==> config.mk <==
export PLATFORM = sky130hd
export DESIGN_NAME = pipeline_hazard_scheduler
export DESIGN_NICKNAME = d
export VERILOG_FILES = /design/src/rtl/pipeline_hazard_scheduler.sv
export SDC_FILE = /design/constraint.sdc
export NUM_CORES = 1
export LEC_CHECK = 0
export CAP_MARGIN = 20
export CORE_ASPECT_RATIO = 1.2
export CORE_MARGIN = 2
export CORE_UTILIZATION = 30
export CTS_BUF_LIST = sky130_fd_sc_hd__clkbuf_2
export DETAILED_ROUTE_END_ITERATION = 8
export GPL_TIMING_DRIVEN = 0
export PLACE_DENSITY_LB_ADDON = 0.05
export REMOVE_ABC_BUFFERS = 1
export SYNTH_ARGS = -nofsm -noshare
export SYNTH_HDL_FRONTEND = slang
export SYNTH_SLANG_ARGS = --single-unit
==> constraint.sdc <==
create_clock -name Clk -period 6.2 [get_ports Clk]
set_input_delay 1.55 -clock Clk [delete_from_list [all_inputs] [get_ports Clk]]
set_output_delay 1.55 -clock Clk [all_outputs]
set_load 0.03 [all_outputs]
==> src/rtl/pipeline_hazard_scheduler.sv <==
// Hazard scheduler for a 5-stage in-order pipeline.
// Tracks the three instructions past decode (EX, MA, WB) and does three jobs:
// stalls decode for one cycle on a load-use hazard, flushes on a taken
// branch or jump, and drains the pipe after HLT before halting.
module pipeline_hazard_scheduler #(
    parameter int REG_AW = 4,
    parameter int CNT_W  = 16
) (
    input  logic              Clk,
    input  logic              reset,
    input  logic              de_valid,
    input  logic [REG_AW-1:0] de_rs1,
    input  logic [REG_AW-1:0] de_rs2,
    input  logic              de_need_rs1,
    input  logic              de_need_rs2,
    input  logic [REG_AW-1:0] de_rdst,
    input  logic              de_r_we,
    input  logic              de_is_load,
    input  logic              de_is_hlt,
    input  logic              ex_redirect,
    output logic              pc_en,
    output logic              ifde_en,
    output logic              ifde_flush,
    output logic              deex_bubble,
    output logic              halted,
    output logic [CNT_W-1:0]  stall_cnt,
    output logic [CNT_W-1:0]  flush_cnt
);

    typedef struct packed {
        logic              valid;
        logic [REG_AW-1:0] rd;
        logic              we;
        logic              ld;
    } slot_t;

    typedef enum logic [1:0] {RUN, DRAIN, HALT} state_t;

    state_t            state_q, state_d;
    slot_t             ex_q, ma_q, wb_q, ex_d;
    logic              halted_q;
    logic [CNT_W-1:0]  stall_q, stall_d, flush_q, flush_d;
    logic              load_use, issue, stall_ev, flush_ev;

    // Only the EX slot feeds hazard detection; older slots matter only for
    // occupancy while draining. The remaining fields are tracked for
    // completeness of the scoreboard and deliberately left unread.
    logic              unused_sb;
    assign unused_sb = ^{ma_q.rd, ma_q.we, ma_q.ld, wb_q};

    // Load-use: the instruction now in EX is a load whose result decode needs.
    // Everything else is covered by forwarding.
    always_comb begin
        load_use = de_valid && ex_q.valid && ex_q.we && ex_q.ld &&
                   ((de_need_rs1 && (ex_q.rd == de_rs1)) ||
                    (de_need_rs2 && (ex_q.rd == de_rs2)));
    end

    // Same-cycle pipeline control and next-state selection.
    always_comb begin
        pc_en       = 1'b1;
        ifde_en     = 1'b1;
        ifde_flush  = 1'b0;
        deex_bubble = 1'b0;
        issue       = 1'b0;
        stall_ev    = 1'b0;
        flush_ev    = 1'b0;
        state_d     = state_q;
        case (state_q)
            RUN: begin
                if (ex_redirect) begin
                    // Redirect wins; a hazard on the squashed instruction is moot.
                    ifde_flush  = 1'b1;
                    deex_bubble = 1'b1;
                    flush_ev    = 1'b1;
                end else if (load_use) begin
                    pc_en       = 1'b0;
                    ifde_en     = 1'b0;
                    deex_bubble = 1'b1;
                    stall_ev    = 1'b1;
                end else if (de_valid && de_is_hlt) begin
                    pc_en   = 1'b0;
                    ifde_en = 1'b0;
                    issue   = 1'b1;
                    state_d = DRAIN;
                end else begin
                    issue = de_valid;
                end
            end
            DRAIN: begin
                pc_en       = 1'b0;
                ifde_en     = 1'b0;
                deex_bubble = 1'b1;
                if (ex_redirect) begin
                    ifde_flush = 1'b1;
                    flush_ev   = 1'b1;
                end
                // EX refills with a bubble here, so after this edge the
                // scoreboard holds {bubble, ex_q, ma_q}: halt once that is empty.
                if (!ex_q.valid && !ma_q.valid) state_d = HALT;
            end
            HALT: begin
                pc_en       = 1'b0;
                ifde_en     = 1'b0;
                deex_bubble = 1'b1;
            end
            default: state_d = RUN;
        endcase
        // Reset must show the idle-run control values immediately.
        if (reset) begin
            pc_en       = 1'b1;
            ifde_en     = 1'b1;
            ifde_flush  = 1'b0;
            deex_bubble = 1'b0;
        end
    end

    // New EX slot contents and saturating counter next values.
    always_comb begin
        ex_d = '0;
        if (issue) ex_d = '{valid: 1'b1, rd: de_rdst, we: de_r_we, ld: de_is_load};
        stall_d = stall_q;
        flush_d = flush_q;
        if (stall_ev && (stall_q != '1)) stall_d = stall_q + CNT_W'(1);
        if (flush_ev && (flush_q != '1)) flush_d = flush_q + CNT_W'(1);
    end

    // State, scoreboard shift, halted flag and counters.
    always_ff @(posedge Clk or posedge reset) begin
        if (reset) begin
            state_q  <= RUN;
            ex_q     <= '0;
            ma_q     <= '0;
            wb_q     <= '0;
            halted_q <= 1'b0;
            stall_q  <= '0;
            flush_q  <= '0;
        end else begin
            state_q  <= state_d;
            ex_q     <= ex_d;
            ma_q     <= ex_q;
            wb_q     <= ma_q;
            halted_q <= (state_d == HALT);
            stall_q  <= stall_d;
            flush_q  <= flush_d;
        end
    end

    assign halted    = halted_q;
    assign stall_cnt = stall_q;
    assign flush_cnt = flush_q;

endmodule
==> metrics.txt <==
GRT Total Usage 0.127; number of synthesized flops with an enable pin 0; Final setup viols 0; Area Overhead vs Synth 31.3%; most frequent CP cell clkdlybuf4s50_1; Finished Cell Area 2930 um2; Detail Placement HPWL 3410 um; top cells by area, synth dfrtp_1, xnor2_1, xor2_1; FMAX 176 MHz; clk root buf clkbuf_2; post-CTS setup repair buffer count 0; pin count of the biggest net entering global routing 24; FILL cells 731; nets@finish 285; area of the core 7230 um2; CTS tree built; wire per inst 13.8 um; pwr/cell area 146 nW/um2; outcome completed; synth warn 0; clk sink count 43; share of cells above drive strength 1 0.0736; CTS buffer count 5; row count 34; ratio of final minimum period to clock period 0.915; Syn Inst Count 199; Clock Skew 0.00727 ns; Distinct cells, synth 42; Tot Pwr 0.426 mW; setup repair after global routing missed its margin no; max-cap violations 0; Vias 1685; number of global-route vias before repair 1624; gpl congestion 0.769; Post-CTS Resized 0; Setup CP Type in2out; Initial DRC Count 46; endpoint class of the critical path output port; H-tree levels 2; most frequent cell after synthesis dfrtp_1; Placed Area 2890 um2; worst endpoint data arrival time 4.13 ns; CP Max Fanout 20; Total Die Area 8150 um2; CP max stage cell clkdlybuf4s50_1; IO Pins 58; hold buffer count at CTS 0; total routed wirelength 4810 um; CP Launch Type input pin; Port Buffers 57; initial core utilization 0.309; synth cell count leaders dfrtp_1, xnor2_1, nand2_1, xor2_1, nand4_1; final hold vios 0; critical path required time 4.65 ns; antenna-violating nets left 0; max-slew violation count 0; Antenna Cells 0; post-synthesis sequential element count 43; Total Negative Setup Slacks 0 ns; Synth top area share 0.482; Final Worst Setup Slack 0.524 ns; clk_lat worst skew 0.39 ns; critical-path cell list clkdlybuf4s50_1, and4_1, nand4_1, o22a_1, a2111oi_0, clkdlybuf4s50_1; first-pass GRT wire length 8100 um; vias per inst 4.84; Worst slew margin 0.417; CP peak stage delay 0.75 ns; DRC viols 0; min Tclk post-route 5.68 ns; Place WS 0.450 ns; fraction of synthesis flops using an asynchronous set or reset pin 1.00; clock buffer depth 2; worst-margin pin slew 0.866 ns; sequential-to-total area share from yosys stat 0.482; Synth area leader dfrtp_1; peak supply drop 0.0777 mV; first drt pass iteration count 4; Congestion Overflow GR 0; Die Span Y 98.5 um; syn_area_per_cell 11.2 um2; Worst-path clk slew 0.21 ns; leak pwr 1.27 nW; Post-Syn Area 2230 um2; Hold Path Class reg2reg; ys flop type dfrtp_1; die width 82.7 um; antenna violations before repair 0
## per-stage QoR
step	cells	util	hold slack, ns
6_report	348	0.405	0.456
3_5_place_dp	340	0.400	0.414
3_3_place_gp	339	0.396	0.416
4_1_cts	348	0.405	0.460
5_1_grt	348	0.405	0.488
2_1_floorplan	192	-	0.377
## cell families after synthesis
kind of cell	count (synthesis)	share of synthesized area
AND/OR/NAND/NOR	81	0.226
flip-flops	43	0.482
XOR/XNOR	38	0.149
AO/OA/AOI/OAI	17	0.0645
buffers and inverters	11	0.0291
adder cells (fa/ha/maj)	7	0.0392
multiplexers	2	0.0101
## cell usage in the layout (no fill, tap or decap), drive strengths merged, types with 4 or more instances in the layout
cell and count:
nand4 11, and2 6, o21ai 5, nor4 7, nand2 16, clkdlybuf4s50 57, xnor2 22, a21oi 4
dfrtp 43, and4 6, xor2 16, nor2 8, ha 7, clkbuf 6, nand3 9, inv 4
and3 4
## routing by layer
metal | part of all wire | wire, um | vias to the layer above | GRT usage
met1 | 0.47 | 2280 | 824 | 0.182
li1 | - | - | 815 | -
met4 | 0.010 | 48 | 0 | 0.0378
met5 | 0 | 0 | - | 0
met2 | 0.47 | 2280 | 42 | 0.191
met3 | 0.041 | 198 | 4 | 0.0293
## area by class of cell
class / count / area [um2] / area share
Multi-Input combinational cell: 145 / 1090 / 0.372
Sequential cell: 43 / 1080 / 0.367
Timing Repair Buffer: 58 / 598 / 0.204
Tap cell: 90 / 113 / 0.0384
Clock buffer: 6 / 30.0 / 0.0102
Inverter: 4 / 15.0 / 0.00512
Clock inverter: 2 / 7.51 / 0.00256
## final timing paths
kind	from	endpoint	slack [ns]	depth (start not counted)
worst max register to register	stall_cnt[0]$_DFFE_PP0P_	stall_cnt[1]$_DFFE_PP0P_	3.94	6
min in group asynchronous	reset	state_q[0]$_DFF_PP0_	1.55	2
worst min register to register	ex_q[6]$_DFF_PP0_	ma_q[6]$_DFF_PP0_	0.46	0
worst max-delay path	de_valid	deex_bubble	0.52	6
worst min-delay path	ex_q[6]$_DFF_PP0_	ma_q[6]$_DFF_PP0_	0.46	0
max in group asynchronous	reset	stall_cnt[9]$_DFFE_PP0P_	4.16	3
## flip-flops by register name, summed over array words and instances (netlist names)
signal / count
ex_q: 7
flush_cnt: 16
halted: 1
ma_q: 1
stall_cnt: 16
state_q: 2
## where the power goes
part / switching (mW) / total, mW / internal [mW]
sequential: 0 / 0.281 / 0.281
combinational: 0.0125 / 0.0291 / 0.0166
clock: 0.0891 / 0.116 / 0.0272
## critical path, delay by kind of cell
family,cells,cell delay (ns)
buf+inv,2,1.25
simple gates,2,0.31
compound gates,2,1.02
Note: power is estimated with default switching activity, not from simulation.
